`src/rtl/reram_seq_pkg.sv`:
```
// Shared types and constants for the ReRAM Wishbone burst sequencer.
package reram_seq_pkg;

  localparam int unsigned ADDR_W = 32;
  localparam int unsigned DATA_W = 32;
  localparam int unsigned SEL_W  = 4;
  localparam int unsigned LEN_W  = 8;
  localparam int unsigned TMO_W  = 16;

  typedef enum logic [2:0] {IDLE, FETCH, REQ, RESP, DONE, ERR} state_t;

  localparam logic OP_WRITE    = 1'b0;
  localparam logic OP_READ     = 1'b1;
  localparam logic WB_WE_WRITE = 1'b0;
  localparam logic WB_WE_READ  = 1'b1;

  localparam logic [SEL_W-1:0] SEL_ALL_DFLT = 4'hF;

endpackage

```
`src/rtl/reram_wb_sequencer_if.sv`:
```
// Wishbone classic bus between the sequencer (master) and the ReRAM wrapper (slave).
interface reram_wb_sequencer_if;
  import reram_seq_pkg::*;

  logic              wbm_cyc_o;
  logic              wbm_stb_o;
  logic              wbm_we_o;
  logic [SEL_W-1:0]  wbm_sel_o;
  logic [ADDR_W-1:0] wbm_adr_o;
  logic [DATA_W-1:0] wbm_dat_o;
  logic [DATA_W-1:0] wbm_dat_i;
  logic              wbm_ack_i;

  modport master (
    output wbm_cyc_o, wbm_stb_o, wbm_we_o, wbm_sel_o, wbm_adr_o, wbm_dat_o,
    input  wbm_dat_i, wbm_ack_i
  );

  modport slave (
    input  wbm_cyc_o, wbm_stb_o, wbm_we_o, wbm_sel_o, wbm_adr_o, wbm_dat_o,
    output wbm_dat_i, wbm_ack_i
  );

endinterface

```
`src/rtl/reram_seq_timeout.sv`:
```
// Per-request ack watchdog: counts unacknowledged REQ cycles, flags the TIMEOUT-th one.
module reram_seq_timeout
  import reram_seq_pkg::*;
#(
  parameter int unsigned TIMEOUT = 255
) (
  input  logic wb_clk_i,
  input  logic wb_rst_i,
  input  logic clear,
  input  logic enable,
  output logic expired_c
);

  logic [TMO_W-1:0] count;

  always_ff @(posedge wb_clk_i) begin
    if (wb_rst_i || clear) begin
      count <= '0;
    end else if (enable) begin
      count <= count + TMO_W'(1);
    end
  end

  // count holds the number of earlier unacked cycles, so this is the TIMEOUT-th one
  assign expired_c = enable && (count == TMO_W'(TIMEOUT - 1));

endmodule

```
`src/rtl/reram_wb_sequencer.sv`:
```
// Burst-to-single-cycle Wishbone master feeding the ReRAM slave wrapper.
module reram_wb_sequencer
  import reram_seq_pkg::*;
#(
  parameter int unsigned      ADDR_STRIDE = 4,
  parameter int unsigned      TIMEOUT     = 255,
  parameter logic [SEL_W-1:0] SEL_ALL     = reram_seq_pkg::SEL_ALL_DFLT
) (
  input  logic              wb_clk_i,
  input  logic              wb_rst_i,
  input  logic              cmd_valid,
  output logic              cmd_ready,
  input  logic              cmd_op,
  input  logic [ADDR_W-1:0] cmd_addr,
  input  logic [LEN_W-1:0]  cmd_len,
  input  logic [DATA_W-1:0] wr_data,
  input  logic              wr_valid,
  output logic              wr_ready,
  output logic [DATA_W-1:0] rd_data,
  output logic              rd_valid,
  input  logic              rd_ready,
  output logic              done,
  output logic              err,
  reram_wb_sequencer_if.master bus
);

  state_t            state;
  logic              op;
  logic [ADDR_W-1:0] cur_addr;
  logic [LEN_W-1:0]  remaining;
  logic              expired_c;

  assign cmd_ready = (state == IDLE);
  assign wr_ready  = (state == FETCH);

  // Ack suppresses the watchdog, so an ack on the last allowed cycle still succeeds
  reram_seq_timeout #(.TIMEOUT(TIMEOUT)) u_timeout (
    .wb_clk_i  (wb_clk_i),
    .wb_rst_i  (wb_rst_i),
    .clear     (state != REQ),
    .enable    ((state == REQ) && !bus.wbm_ack_i),
    .expired_c (expired_c)
  );

  always_ff @(posedge wb_clk_i) begin
    if (wb_rst_i) begin
      state         <= IDLE;
      op            <= OP_WRITE;
      cur_addr      <= '0;
      remaining     <= '0;
      rd_data       <= '0;
      rd_valid      <= 1'b0;
      done          <= 1'b0;
      err           <= 1'b0;
      bus.wbm_cyc_o <= 1'b0;
      bus.wbm_stb_o <= 1'b0;
      bus.wbm_we_o  <= 1'b0;
      bus.wbm_sel_o <= '0;
      bus.wbm_adr_o <= '0;
      bus.wbm_dat_o <= '0;
    end else begin
      done <= 1'b0;
      err  <= 1'b0;
      unique case (state)
        IDLE: begin
          if (cmd_valid) begin
            op        <= cmd_op;
            cur_addr  <= cmd_addr;
            remaining <= cmd_len;
            if (cmd_len == '0) begin
              state <= DONE;
              done  <= 1'b1;
            end else if (cmd_op == OP_WRITE) begin
              state <= FETCH;
            end else begin
              state         <= REQ;
              bus.wbm_cyc_o <= 1'b1;
              bus.wbm_stb_o <= 1'b1;
              bus.wbm_we_o  <= WB_WE_READ;
              bus.wbm_sel_o <= SEL_ALL;
              bus.wbm_adr_o <= cmd_addr;
            end
          end
        end
        FETCH: begin
          if (wr_valid) begin
            state         <= REQ;
            bus.wbm_dat_o <= wr_data;
            bus.wbm_cyc_o <= 1'b1;
            bus.wbm_stb_o <= 1'b1;
            bus.wbm_we_o  <= WB_WE_WRITE;
            bus.wbm_sel_o <= SEL_ALL;
            bus.wbm_adr_o <= cur_addr;
          end
        end
        REQ: begin
          if (bus.wbm_ack_i) begin
            bus.wbm_cyc_o <= 1'b0;
            bus.wbm_stb_o <= 1'b0;
            cur_addr      <= cur_addr + ADDR_W'(ADDR_STRIDE);
            remaining     <= remaining - LEN_W'(1);
            if (op == OP_READ) begin
              rd_data  <= bus.wbm_dat_i;
              rd_valid <= 1'b1;
              state    <= RESP;
            end else if (remaining > LEN_W'(1)) begin
              state <= FETCH;
            end else begin
              state <= DONE;
              done  <= 1'b1;
            end
          end else if (expired_c) begin
            bus.wbm_cyc_o <= 1'b0;
            bus.wbm_stb_o <= 1'b0;
            state         <= ERR;
            err           <= 1'b1;
          end
        end
        RESP: begin
          if (rd_ready) begin
            rd_valid <= 1'b0;
            if (remaining != '0) begin
              state         <= REQ;
              bus.wbm_cyc_o <= 1'b1;
              bus.wbm_stb_o <= 1'b1;
              bus.wbm_we_o  <= WB_WE_READ;
              bus.wbm_sel_o <= SEL_ALL;
              bus.wbm_adr_o <= cur_addr;
            end else begin
              state <= DONE;
              done  <= 1'b1;
            end
          end
        end
        DONE:    state <= IDLE;
        ERR:     state <= IDLE;
        default: state <= IDLE;
      endcase
    end
  end

endmodule

```
`src/flat_wrapper.sv`:
```
// flat-port wrapper written by rule: the top's interface ports become plain ports
module reram_wb_sequencer_flat import reram_seq_pkg::*;
#(
  parameter int unsigned      ADDR_STRIDE = 4,
  parameter int unsigned      TIMEOUT     = 255,
  parameter logic [SEL_W-1:0] SEL_ALL     = reram_seq_pkg::SEL_ALL_DFLT
)
  (wb_clk_i, wb_rst_i, cmd_valid, cmd_ready, cmd_op, cmd_addr, cmd_len, wr_data, wr_valid, wr_ready, rd_data, rd_valid, rd_ready, done, err, bus_wbm_cyc_o, bus_wbm_stb_o, bus_wbm_we_o, bus_wbm_sel_o, bus_wbm_adr_o, bus_wbm_dat_o, bus_wbm_dat_i, bus_wbm_ack_i);
  reram_wb_sequencer_if bus_i ();
  input  logic wb_clk_i;
  input  logic wb_rst_i;
  input  logic cmd_valid;
  output logic cmd_ready;
  input  logic cmd_op;
  input  logic [ADDR_W-1:0] cmd_addr;
  input  logic [LEN_W-1:0] cmd_len;
  input  logic [DATA_W-1:0] wr_data;
  input  logic wr_valid;
  output logic wr_ready;
  output logic [DATA_W-1:0] rd_data;
  output logic rd_valid;
  input  logic rd_ready;
  output logic done;
  output logic err;
  output wire logic [$bits(bus_i.wbm_cyc_o)-1:0] bus_wbm_cyc_o;
  output wire logic [$bits(bus_i.wbm_stb_o)-1:0] bus_wbm_stb_o;
  output wire logic [$bits(bus_i.wbm_we_o)-1:0] bus_wbm_we_o;
  output wire logic [$bits(bus_i.wbm_sel_o)-1:0] bus_wbm_sel_o;
  output wire logic [$bits(bus_i.wbm_adr_o)-1:0] bus_wbm_adr_o;
  output wire logic [$bits(bus_i.wbm_dat_o)-1:0] bus_wbm_dat_o;
  input wire logic [$bits(bus_i.wbm_dat_i)-1:0] bus_wbm_dat_i;
  input wire logic [$bits(bus_i.wbm_ack_i)-1:0] bus_wbm_ack_i;
  assign bus_wbm_cyc_o = bus_i.wbm_cyc_o;
  assign bus_wbm_stb_o = bus_i.wbm_stb_o;
  assign bus_wbm_we_o = bus_i.wbm_we_o;
  assign bus_wbm_sel_o = bus_i.wbm_sel_o;
  assign bus_wbm_adr_o = bus_i.wbm_adr_o;
  assign bus_wbm_dat_o = bus_i.wbm_dat_o;
  assign bus_i.wbm_dat_i = bus_wbm_dat_i;
  assign bus_i.wbm_ack_i = bus_wbm_ack_i;
  reram_wb_sequencer #(.ADDR_STRIDE(ADDR_STRIDE), .TIMEOUT(TIMEOUT), .SEL_ALL(SEL_ALL)) u_core (.wb_clk_i(wb_clk_i), .wb_rst_i(wb_rst_i), .cmd_valid(cmd_valid), .cmd_ready(cmd_ready), .cmd_op(cmd_op), .cmd_addr(cmd_addr), .cmd_len(cmd_len), .wr_data(wr_data), .wr_valid(wr_valid), .wr_ready(wr_ready), .rd_data(rd_data), .rd_valid(rd_valid), .rd_ready(rd_ready), .done(done), .err(err), .bus(bus_i));
endmodule
```
`config.mk`:
```
export PLATFORM = sky130hd
export DESIGN_NAME = reram_wb_sequencer_flat
export DESIGN_NICKNAME = d
export VERILOG_FILES = /design/src/rtl/reram_seq_pkg.sv /design/src/rtl/reram_wb_sequencer_if.sv /design/src/rtl/reram_seq_timeout.sv /design/src/rtl/reram_wb_sequencer.sv /design/src/flat_wrapper.sv
export SDC_FILE = /design/constraint.sdc
export NUM_CORES = 1
export LEC_CHECK = 0
export BUFFER_PORTS_ARGS = -buffer_cell sky130_fd_sc_hd__buf_2
export CAP_MARGIN = 10
export CORE_UTILIZATION = 45
export CTS_BUF_LIST = sky130_fd_sc_hd__clkbuf_16
export CTS_CLUSTER_DIAMETER = 200
export DETAILED_ROUTE_END_ITERATION = 7
export PLACE_DENSITY_LB_ADDON = 0.2
export SLEW_MARGIN = 10
export SYNTH_ARGS = -nofsm -noshare
export SYNTH_HDL_FRONTEND = slang
export SYNTH_SLANG_ARGS = --single-unit
```
`constraint.sdc`:
```
create_clock -name wb_clk_i -period 2 [get_ports wb_clk_i]
set_clock_uncertainty 0.15 [all_clocks]
set_input_delay 0.4 -clock wb_clk_i [delete_from_list [all_inputs] [get_ports wb_clk_i]]
set_output_delay 0.4 -clock wb_clk_i [all_outputs]
set_load 0.005 [all_outputs]
```
==> results.py, run 1 <==
metrics = {
    "yosys": {
        "avgSynthCellArea_um2": 7.851,
        "yosys_warnings": 0,
        "synth-edff-count": 0,
        "synth.distinct_cells": 67,
        "async_flop_share_pct": 0,
        "synth-seq-cells": 162,
        "seq_area_frac_synth_pct": 41.69,
        "yosys.area.top_type": "dfxtp_1",
        "synth_top_area_share_pct": 41.69,
        "synthTopCellsByArea": "dfxtp_1 42%, nand2_1 12%, a21oi_1 9.1%, a311oi_2 5.8%, nor2_1 3.0%",
        "synth_area_um2": 7780,
        "synth_nets": 1108,
        "synth_top_flop_cell": "dfxtp_1",
        "syn_inst": 991,
    },
    "grt": {
        "grt_util_met2_pct": 45.69,
        "overflow": 0,
        "grt_max_degree": 110,
        "grt_first_pass_wirelength_um": 39230,
        "grt_pass1_vias": 7731,
        "grtUsageTotal_pct": 27.52,
        "gr-max-usage-layer": "met2",
        "antenna_found_initial": 0,
        "met3_usage_pct": 6.050,
        "use_met1_pct": 35.27,
    },
    "cts": {
        "clockBufferDepth": 2,
        "cts_buffers": 17,
        "cts_tree": "done",
        "clkLatencyLatePin_ns": 0.44,
        "path_clk_slew_ns": 0.07,
        "root_buffer": "clkbuf_16",
        "cts_max_level": 4,
        "cts_sinks": 162,
    },
    "timing": {
        "max-slew-margin-rel_pct": 62.26,
        "period_share_pct": 98.76,
        "finalHoldViolations": 0,
        "worst_pin_slew_ns": 0.5662,
        "rsz0062_at_grt": "yes",
        "fin_crit_ns": 1.975,
        "maxSlewViolCount": 0,
        "fmax_ghz": 0.5063,
        "setup_viol": 0,
    },
    "power_and_ir_drop": {
        "net-switching-power_mw": 4.962,
        "max-vdd-ir-drop_uv": 698.0,
        "pwr-share-clk_pct": 25.9,
        "swShare_pct": 37.46,
        "intPower_mw": 8.285,
        "combPwrFrac_pct": 41.4,
        "seq_power_share_pct": 32.7,
        "p_leak_nw": 4.504,
        "p_per_area_nw_per_um2": 1235,
    },
    "setup_path": {
        "required_ns": 2.21,
        "crit_family": "simple AND/OR/NAND/NOR gates",
        "cp.buffers_inverters": 0,
        "timing.rr.start": "u_core.cur_addr[3]",
        "critPathKind": "register to register",
        "endpoint": "u_core.cur_addr[20]",
        "r2r_setup_slack_ns": 0.02,
        "cpPeakStageDelay_ns": 0.41,
        "crit_path_max_fanout": 6,
        "cp-startpoint": "u_core.cur_addr[3]",
        "slowest_stage": "or4_1",
        "startpoint_type": "register",
        "cp.arrival_ns": 2.18,
        "r2r-end": "u_core.cur_addr[20]",
        "reg2reg_depth": 6,
        "path_depth": 6,
        "endpoint_kind": "register",
        "crit_chain": "ha_4, nand3_4, nor4_4, nand3_1, or4_1, a31oi_1",
    },
    "routing": {
        "first_pass_iters": 5,
        "viasPerCell": 5.550,
        "finalWirelength_um": 24770,
        "vias": 8297,
        "drc_errors": 0,
        "ant_nets": 0,
        "wl_per_cell_um": 16.57,
        "drtIter0Drc": 669,
    },
    "die": {
        "initial_core_util_pct": 46.42,
        "core_um2": 16760,
        "fp.dieArea_um2": 17820,
        "row_count": 47,
        "ioPinCount": 219,
        "die_h_um": 133.5,
        "dieWidth_um": 133.5,
    },
    "placement": {
        "dp_hpwl_um": 16370,
        "numPortBuffers": 218,
        "gp_congestion": 0.8613,
        "place_area_um2": 9748,
    },
    "finish": {
        "final_area_um2": 10730,
        "seq_area_um2": 3267,
        "layout_common_cells": "250 x nand2_1, 216 x buf_2, 147 x dfxtp_1, 141 x a21oi_1, 92 x buf_4",
        "n_antenna_cell": 0,
        "multi_input_area_um2": 4322,
        "nNetsFinal": 1379,
        "final_common_cell": "nand2_1",
        "layout-drive-gt1-share_pct": 35.84,
        "num-fill-cells": 1492,
        "layout-area-overhead-vs-synth_pct": 37.91,
        "postLayoutCoreUtil_pct": 64.02,
    },
    "run_status": {
        "status": "finished clean",
    },
    "job": {
        "maxCapViolations": 0,
    },
    "worst_hold_path": {
        "whs_path_depth": 3,
        "hold_path_class": "primary input to register",
    },
}
[per-stage QoR]
step	worst slack (ns)	power, mW	hold slack [ns]	setup TNS [ns]	cells
after floorplan	-0.04266	7.197	0.2866	-1.274	991
after global placement	-0.1964	9.143	0.2880	-6.588	1449
after detailed placement	-0.2293	9.235	0.2935	-7.518	1449
after CTS	-0.01461	12.96	0.03016	-0.05146	1491
after global routing	-0.05717	13.94	0.03393	-0.2938	1495
final	0.02482	13.25	0.04129	0	1495
[worst min path at each step]
stage / slack [ns] / endpoint / startpoint
floorplan: 0.29 / u_core.cur_addr[0] / u_core.cur_addr[0]
global placement: 0.29 / u_core.rd_data[27] / u_core.rd_data[27]
detailed placement: 0.29 / u_core.bus.wbm_dat_o[20] / u_core.bus.wbm_dat_o[20]
CTS: 0.03 / u_core.rd_data[5] / bus_wbm_dat_i[5]
global route: 0.03 / u_core.rd_data[26] / bus_wbm_dat_i[26]
finish: 0.04 / u_core.rd_data[1] / bus_wbm_dat_i[1]
[area by class of cell]
class | instances | area share, %
Multi-Input combinational cell | 736 | 40.28
Sequential cell | 162 | 30.45
Timing Repair Buffer | 335 | 20.69
Clock buffer | 17 | 3.965
Tap cell | 220 | 2.566
Clock inverter | 15 | 1.703
Inverter | 10 | 0.3499
[routing by layer]
| layer | routed length (um) | share of wire, % | vias to the layer above |
|---|---|---|---|
| met5 | 0 | 0 | - |
| met4 | 509 | 2.1 | 0 |
| met3 | 1835 | 7.4 | 52 |
| met2 | 11860 | 48 | 340 |
| met1 | 10570 | 43 | 3870 |
| li1 | - | - | 4035 |
[registers in the layout (all words and copies together), names as in the netlist]
name	flops
u_core.rd_valid	1
u_core.bus.wbm_adr_o	32
u_core.bus.wbm_dat_o	32
u_core.cur_addr	32
u_core.bus.wbm_sel_o	1
u_core.err	1
u_core.op	1
u_core.rd_data	32
u_core.remaining	8
u_core.state	3
u_core.bus.wbm_stb_o	1
u_core.u_timeout.count	16
u_core.bus.wbm_we_o	1
u_core.done	1
[timing repair]
action | 4_1_cts | 5_1_grt
buffers inserted | 9 | 3
gates resized for setup | 27 | 35
setup endpoints to repair | 49 | 90
gates cloned | 1 | 2
pin swaps | 14 | 8
hold buffers | 0 | 0
[cell families (layout without fill, tap and decap cells)]
logic type               Yosys count  in the layout  synth area share (%)
AO/OA/AOI/OAI                    254            254                 22.31
buffers and inverters             93            377                 5.307
multiplexers                       3              3                0.4021
AND/OR/NAND/NOR                  458            458                 27.65
flip-flops                       162            162                 41.69
adder cells (fa/ha/maj)            6              6                0.9649
XOR/XNOR                          15             15                 1.689
[cells in the mapped netlist, drive strengths merged (4+ instances only)]
library cell / n
and2: 10
or3: 8
dfxtp: 162
o21ai: 23
and3: 12
o22ai: 6
or4: 6
a211oi: 5
a31oi: 10
and4: 7
nand2b: 7
nor3b: 5
xor2: 11
buf: 24
nand4: 18
inv: 10
ha: 6
o31ai: 4
nor2: 62
nand2: 250
xnor2: 4
a311oi: 37
clkbuf: 59
a21oi: 142
nor3: 18
nand3: 28
nor4: 13
[power by group through the flow]
| stage | Clock, mW | Sequential [mW] | Combinational, mW |
|---|---|---|---|
| after floorplan | 0 | 4.34 | 2.85 |
| after global placement | 0 | 4.34 | 4.80 |
| after detailed placement | 0 | 4.35 | 4.89 |
| after CTS | 3.47 | 4.30 | 5.20 |
| after global routing | 3.61 | 4.40 | 5.93 |
| final | 3.43 | 4.33 | 5.48 |
[tightest hold or removal path, cell delays in order]
cell and delay (ns):
buf_2 0.09, nand2_1 0.04, a21oi_1 0.05
No activity file was read; power rests on OpenSTA's default activity.
==> run 2: changes to the inputs <==
Settings changed: SYNTH_HIERARCHICAL set to 1.
==> run 2 against run 1 <==
  * The flow now finishes with violations (negative setup slack)
  * Total power down 1.3%
  * Sequential cell count did not move
  * Clock power is essentially flat
  * Area after synthesis is 3.3% higher
  * Non-clock buffer count is 4 higher
  * Sequential share of layout area fell by 0.88 points
  * Combinational power is 2% lower
  * Global-route usage shrank 1.4 points
  * Register-to-register slack got worse by 0.32 ns
  * First-iteration DRC count up 11%
  * Critical path depth rose by 4
  * Largest power group unchanged
  * Highest routed layer unchanged
==> results.py, run 2 <==
metrics = {
    "die": {
        "initial_core_util_pct": 46.31,
        "ioPinCount": 219,
        "die_h_um": 135.6,
        "core_um2": 17360,
        "row_count": 48,
        "dieWidth_um": 135.6,
        "fp.dieArea_um2": 18400,
    },
    "yosys": {
        "seq_area_frac_synth_pct": 40.35,
        "synth_area_um2": 8038,
        "synth_top_flop_cell": "dfxtp_1",
        "synthTopCellsByArea": "dfxtp_1 40%, nand2_1 11%, a21oi_1 8.3%, mux2_2 4.6%, clkbuf_1 2.8%",
        "yosys_warnings": 6,
        "synth-edff-count": 0,
        "synth_top_area_share_pct": 40.35,
        "async_flop_share_pct": 0,
        "synth_nets": 1148,
        "synth_most_common_cell": "nand2_1",
        "avgSynthCellArea_um2": 7.796,
        "ys_top_cells_by_count": "238 x nand2_1, 162 x dfxtp_1, 134 x a21oi_1, 60 x clkbuf_1, 47 x nor2_1",
        "syn_inst": 1031,
        "synth.distinct_cells": 70,
        "yosys.area.top_type": "dfxtp_1",
        "synth-seq-cells": 162,
    },
    "placement": {
        "dp_cells": 1504,
        "gp_congestion": 0.9186,
        "dp_hpwl_um": 16780,
        "numPortBuffers": 218,
        "place_area_um2": 10180,
    },
    "timing": {
        "setup_viol": 13,
        "finalHoldViolations": 0,
        "max-slew-margin-rel_pct": 63.40,
        "maxSlewViolCount": 0,
        "fmax_ghz": 0.4352,
        "setup_ws_ns": -0.2980,
        "period_share_pct": 114.9,
        "fin_crit_ns": 2.298,
        "worst_pin_slew_ns": 0.5490,
        "rsz0062_at_grt": "yes",
    },
    "grt": {
        "overflow": 0,
        "grtUsageTotal_pct": 26.13,
        "grt_pass1_vias": 7544,
        "grt_max_degree": 79,
        "antenna_found_initial": 0,
        "grt_first_pass_wirelength_um": 38480,
    },
    "cts": {
        "cts_max_level": 4,
        "clockBufferDepth": 2,
        "cts_buffers": 17,
        "path_clk_slew_ns": 0.07,
        "clkLatencyLatePin_ns": 0.43,
        "cts_sinks": 162,
        "root_buffer": "clkbuf_16",
        "cts_tree": "done",
        "holdBufCountCts": 0,
    },
    "setup_path": {
        "reg2reg_depth": 10,
        "crit_path_max_fanout": 3,
        "critPathKind": "register to register",
        "startpoint_type": "register",
        "required_ns": 2.18,
        "endpoint_kind": "register",
        "r2r_setup_slack_ns": -0.30,
        "cp.arrival_ns": 2.48,
    },
    "routing": {
        "first_pass_iters": 5,
        "viasPerCell": 5.442,
        "wl_per_cell_um": 15.84,
        "ant_nets": 0,
        "drtIter0Drc": 742,
        "finalWirelength_um": 24420,
        "vias": 8386,
        "drc_errors": 0,
    },
    "power_and_ir_drop": {
        "power.total_mw": 13.08,
        "p_per_area_nw_per_um2": 1191,
        "max-vdd-ir-drop_uv": 783.5,
        "p_leak_nw": 4.654,
    },
    "finish": {
        "nNetsFinal": 1419,
        "postLayoutCoreUtil_pct": 63.25,
        "final_common_cell": "nand2_1",
        "final_area_um2": 10980,
        "fin_cells": 1541,
        "layout-area-overhead-vs-synth_pct": 36.58,
        "layout_common_cells": "238 x nand2_1, 217 x buf_2, 160 x dfxtp_1, 133 x a21oi_1, 106 x buf_4",
        "layout-drive-gt1-share_pct": 33.92,
    },
    "run_status": {
        "status": "complete, but fails checks",
        "failed_checks": "negative setup slack",
    },
    "worst_hold_path": {
        "hold_path_class": "primary input to register",
        "whs_path_depth": 3,
    },
    "job": {
        "maxCapViolations": 0,
    },
}
run 2: path summary, 6_finish.rpt:
path | end | from
max | u_core/state[0] | u_core/state[2]
min | u_core/bus.wbm_dat_o[24] | wr_data[24]
max reg2reg | u_core/state[0] | u_core/state[2]
min reg2reg | u_core/rd_data[27] | u_core/rd_data[27]
run 2: worst max-delay path, stage by stage, from the launching register on:
cell	delay (ns)
dfxtp_2	0.33
nor3b_4	0.21
inv_2	0.07
nor2_4	0.08
and4_4	0.22
nand4_1	0.11
nor4_2	0.25
nor4b_2	0.10
a211oi_2	0.24
o311ai_2	0.18
o31ai_1	0.25
run 2: cell type report:
| type | count | area, um2 |
|---|---|---|
| fillers | 1572 | 6379 |
| multi-input cells | 769 | 4611 |
| flip-flops and latches | 162 | 3246 |
| repair buffers | 339 | 2172 |
| clock buffers | 17 | 425.4 |
| well taps | 225 | 281.5 |
| clock inverters | 15 | 191.4 |
| inverters | 13 | 48.80 |
| diodes | 1 | 2.502 |
run 2: cell families after synthesis:
family / share of synthesized area (%)
compound gates: 18.42
simple gates: 28.66
fa+ha+maj: 0.9340
buf+inv: 5.184
flops: 40.35
xor+xnor: 1.308
mux: 5.153
run 2: repair_timing:
action / 4_1_cts / 5_1_grt
setup endpoints to repair: 40 / 58
buffers inserted: 2 / 3
gates resized for setup: 10 / 21
gates cloned: 0 / 2
pin swaps: 7 / 6
run 2: through the flow:
stage          hold WS [ns]  setup slack [ns]  TNS (ns)
3_3_place_gp         0.2883           -0.2613    -4.800
6_report            0.04949           -0.2980    -1.817
3_5_place_dp         0.2931           -0.3519    -5.849
2_1_floorplan        0.2866           -0.6814    -5.108
4_1_cts             0.03422           -0.2411    -2.979
5_1_grt             0.03785           -0.4661    -3.544
run 2: report_power, final:
part	switching, mW	total (mW)	internal [mW]
clock network	1.45	3.45	2.00
logic	2.87	5.38	2.52
registers	0.398	4.24	3.85
run 2: layer usage:
metal / vias up / track usage, % / routed length, um
met2: 312 / 39.40 / 11040
met1: 3885 / 37.22 / 11290
met4: 0 / 6.929 / 301
met3: 34 / 5.761 / 1784
li1: 4155 / - / -
met5: - / 0 / 0
==> run 3: changes to the inputs <==
Settings changed: PLACE_DENSITY_LB_ADDON 0.2 to 0.15.
==> run 3 against run 2 <==
  * The flow still finishes with violations (negative setup slack)
  * Non-clock buffer count grew 19
  * Routed wire length grew 4.5%
  * Register-to-register slack gained 0.03 ns
  * Clock power is essentially flat
  * Combinational power grew 11%
  * Die area is the same
  * Fmax grew 1.5%
  * First-iteration DRC count grew 2.4%
  * Final area grew 2.6%
  * Global-route usage grew 0.29 points
  * Via count grew 2.0%
  * Critical endpoint unchanged
  * Largest cell class unchanged
  * Largest power group unchanged
  * Highest routed layer unchanged
==> results.py, run 3 (synthesis results as in run 2) <==
metrics = {
    "run_status": {
        "status": "complete, but fails checks",
        "failed_checks": "negative setup slack",
    },
    "routing": {
        "finalWirelength_um": 25520,
        "drc_errors": 0,
        "wl_per_cell_um": 16.37,
        "drtIter0Drc": 760,
        "first_pass_iters": 5,
        "vias": 8556,
        "viasPerCell": 5.488,
        "ant_nets": 0,
    },
    "placement": {
        "dp_cells": 1504,
        "numPortBuffers": 218,
        "gp_congestion": 0.9077,
        "dp_hpwl_um": 16980,
    },
    "cts": {
        "holdBufCountCts": 0,
        "clkLatencyLatePin_ns": 0.43,
        "cts_buffers": 17,
        "path_clk_slew_ns": 0.07,
        "cts_tree": "done",
        "cts_max_level": 4,
        "root_buffer": "clkbuf_16",
        "cts_sinks": 162,
        "clockBufferDepth": 2,
    },
    "power_and_ir_drop": {
        "max-vdd-ir-drop_uv": 848.6,
        "p_per_area_nw_per_um2": 1210,
        "p_leak_nw": 4.810,
    },
    "die": {
        "ioPinCount": 219,
        "fp.dieArea_um2": 18400,
        "core_um2": 17360,
        "initial_core_util_pct": 46.31,
        "die_h_um": 135.6,
        "dieWidth_um": 135.6,
        "row_count": 48,
    },
    "finish": {
        "fin_cells": 1559,
        "layout_common_cells": "237 x nand2_1, 217 x buf_2, 160 x dfxtp_1, 133 x a21oi_1, 117 x buf_4",
        "nNetsFinal": 1438,
        "n_antenna_cell": 0,
        "final_common_cell": "nand2_1",
        "layout-area-overhead-vs-synth_pct": 40.13,
        "layout-drive-gt1-share_pct": 35.08,
    },
    "setup_path": {
        "cp.arrival_ns": 2.45,
        "startpoint_type": "register",
        "critPathKind": "register to register",
        "r2r_setup_slack_ns": -0.26,
        "required_ns": 2.19,
        "crit_path_max_fanout": 3,
        "endpoint_kind": "register",
    },
    "grt": {
        "grtUsageTotal_pct": 26.42,
        "grt_pass1_vias": 7558,
        "antenna_found_initial": 0,
        "grt_max_degree": 69,
        "overflow": 0,
        "grt_first_pass_wirelength_um": 38560,
    },
    "timing": {
        "maxSlewViolCount": 0,
        "period_share_pct": 113.2,
        "worst_pin_slew_ns": 0.4922,
        "setup_viol": 37,
        "finalHoldViolations": 0,
        "max-slew-margin-rel_pct": 67.19,
        "setup_ws_ns": -0.2643,
        "rsz0062_at_grt": "yes",
        "fin_crit_ns": 2.264,
        "hold_ws_ns": 0.04401,
        "fmax_ghz": 0.4416,
    },
    "worst_hold_path": {
        "hold_path_class": "primary input to register",
    },
    "job": {
        "maxCapViolations": 0,
    },
}
-- run 3: cell count changes in the layout (fill, tap and decap cells not counted), sizes merged --
cell / delta
clkbuf: +4
diode: -1
buf: +15
clkinv: +1
clkinvlp: -1
bufinv: -1
inv: +1
-- run 3: layout make-up --
class / count / area (um2)
repair buffers: 358 / 2439
inverters: 13 / 48.80
multi-input cells: 769 / 4638
flip-flops and latches: 162 / 3246
well taps: 225 / 281.5
clock buffers: 17 / 425.4
clock inverters: 15 / 185.2
fillers: 1525 / 6093
-- run 3: repair_timing --
item	CTS	global route
resized for setup	16	22
gates cloned	0	7
pin swaps	10	13
endpoints found under the setup margin	38	88
buffers inserted	27	13
-- run 3: path summary, 6_finish.rpt --
check                                        from  cells after the start                        to
worst min register to register  u_core/rd_data[5]                      2         u_core/rd_data[5]
worst max register to register    u_core/state[2]                     10           u_core/state[0]
worst max-delay path              u_core/state[2]                     10           u_core/state[0]
worst min-delay path                  wr_data[31]                      3  u_core/bus.wbm_dat_o[31]
-- run 3: report_power, final --
part | total, mW | internal, mW | switching [mW]
registers | 4.24 | 3.84 | 0.398
logic | 5.96 | 2.91 | 3.05
clock network | 3.43 | 1.91 | 1.52
total | 13.6 | 8.66 | 4.97
-- run 3: routing by layer --
layer | track usage [%] | vias to the layer above | share of wire (%)
met5 | 0 | - | 0
met4 | 8.427 | 0 | 1.6
met3 | 4.901 | 34 | 6.5
met2 | 40.56 | 306 | 46
met1 | 37.08 | 4005 | 46
li1 | - | 4211 | -
-- run 3: metrics by stage --
stage               setup WS (ns)  power (mW)  util, %  area [um2]  TNS [ns]
detailed placement        -0.3641       9.401    58.77       10200    -6.155
finish                    -0.2643       13.63    64.89       11260    -2.283
global route              -0.3857       14.35    64.89       11260    -5.386
CTS                       -0.2660       12.94    62.85       10910    -1.441
floorplan                 -0.6814       7.386        -        8203    -5.108
global placement          -0.2156       9.332    58.77       10200    -3.330
-- run 3: worst max-delay path: stages, from the launching register on --
cell,delay [ns]
dfxtp_2,0.33
nor3b_4,0.21
inv_2,0.07
nor2_4,0.08
and4_4,0.21
nand4_1,0.13
nor4_4,0.22
nor4b_2,0.09
a211oi_2,0.27
o311ai_2,0.19
o31ai_1,0.23
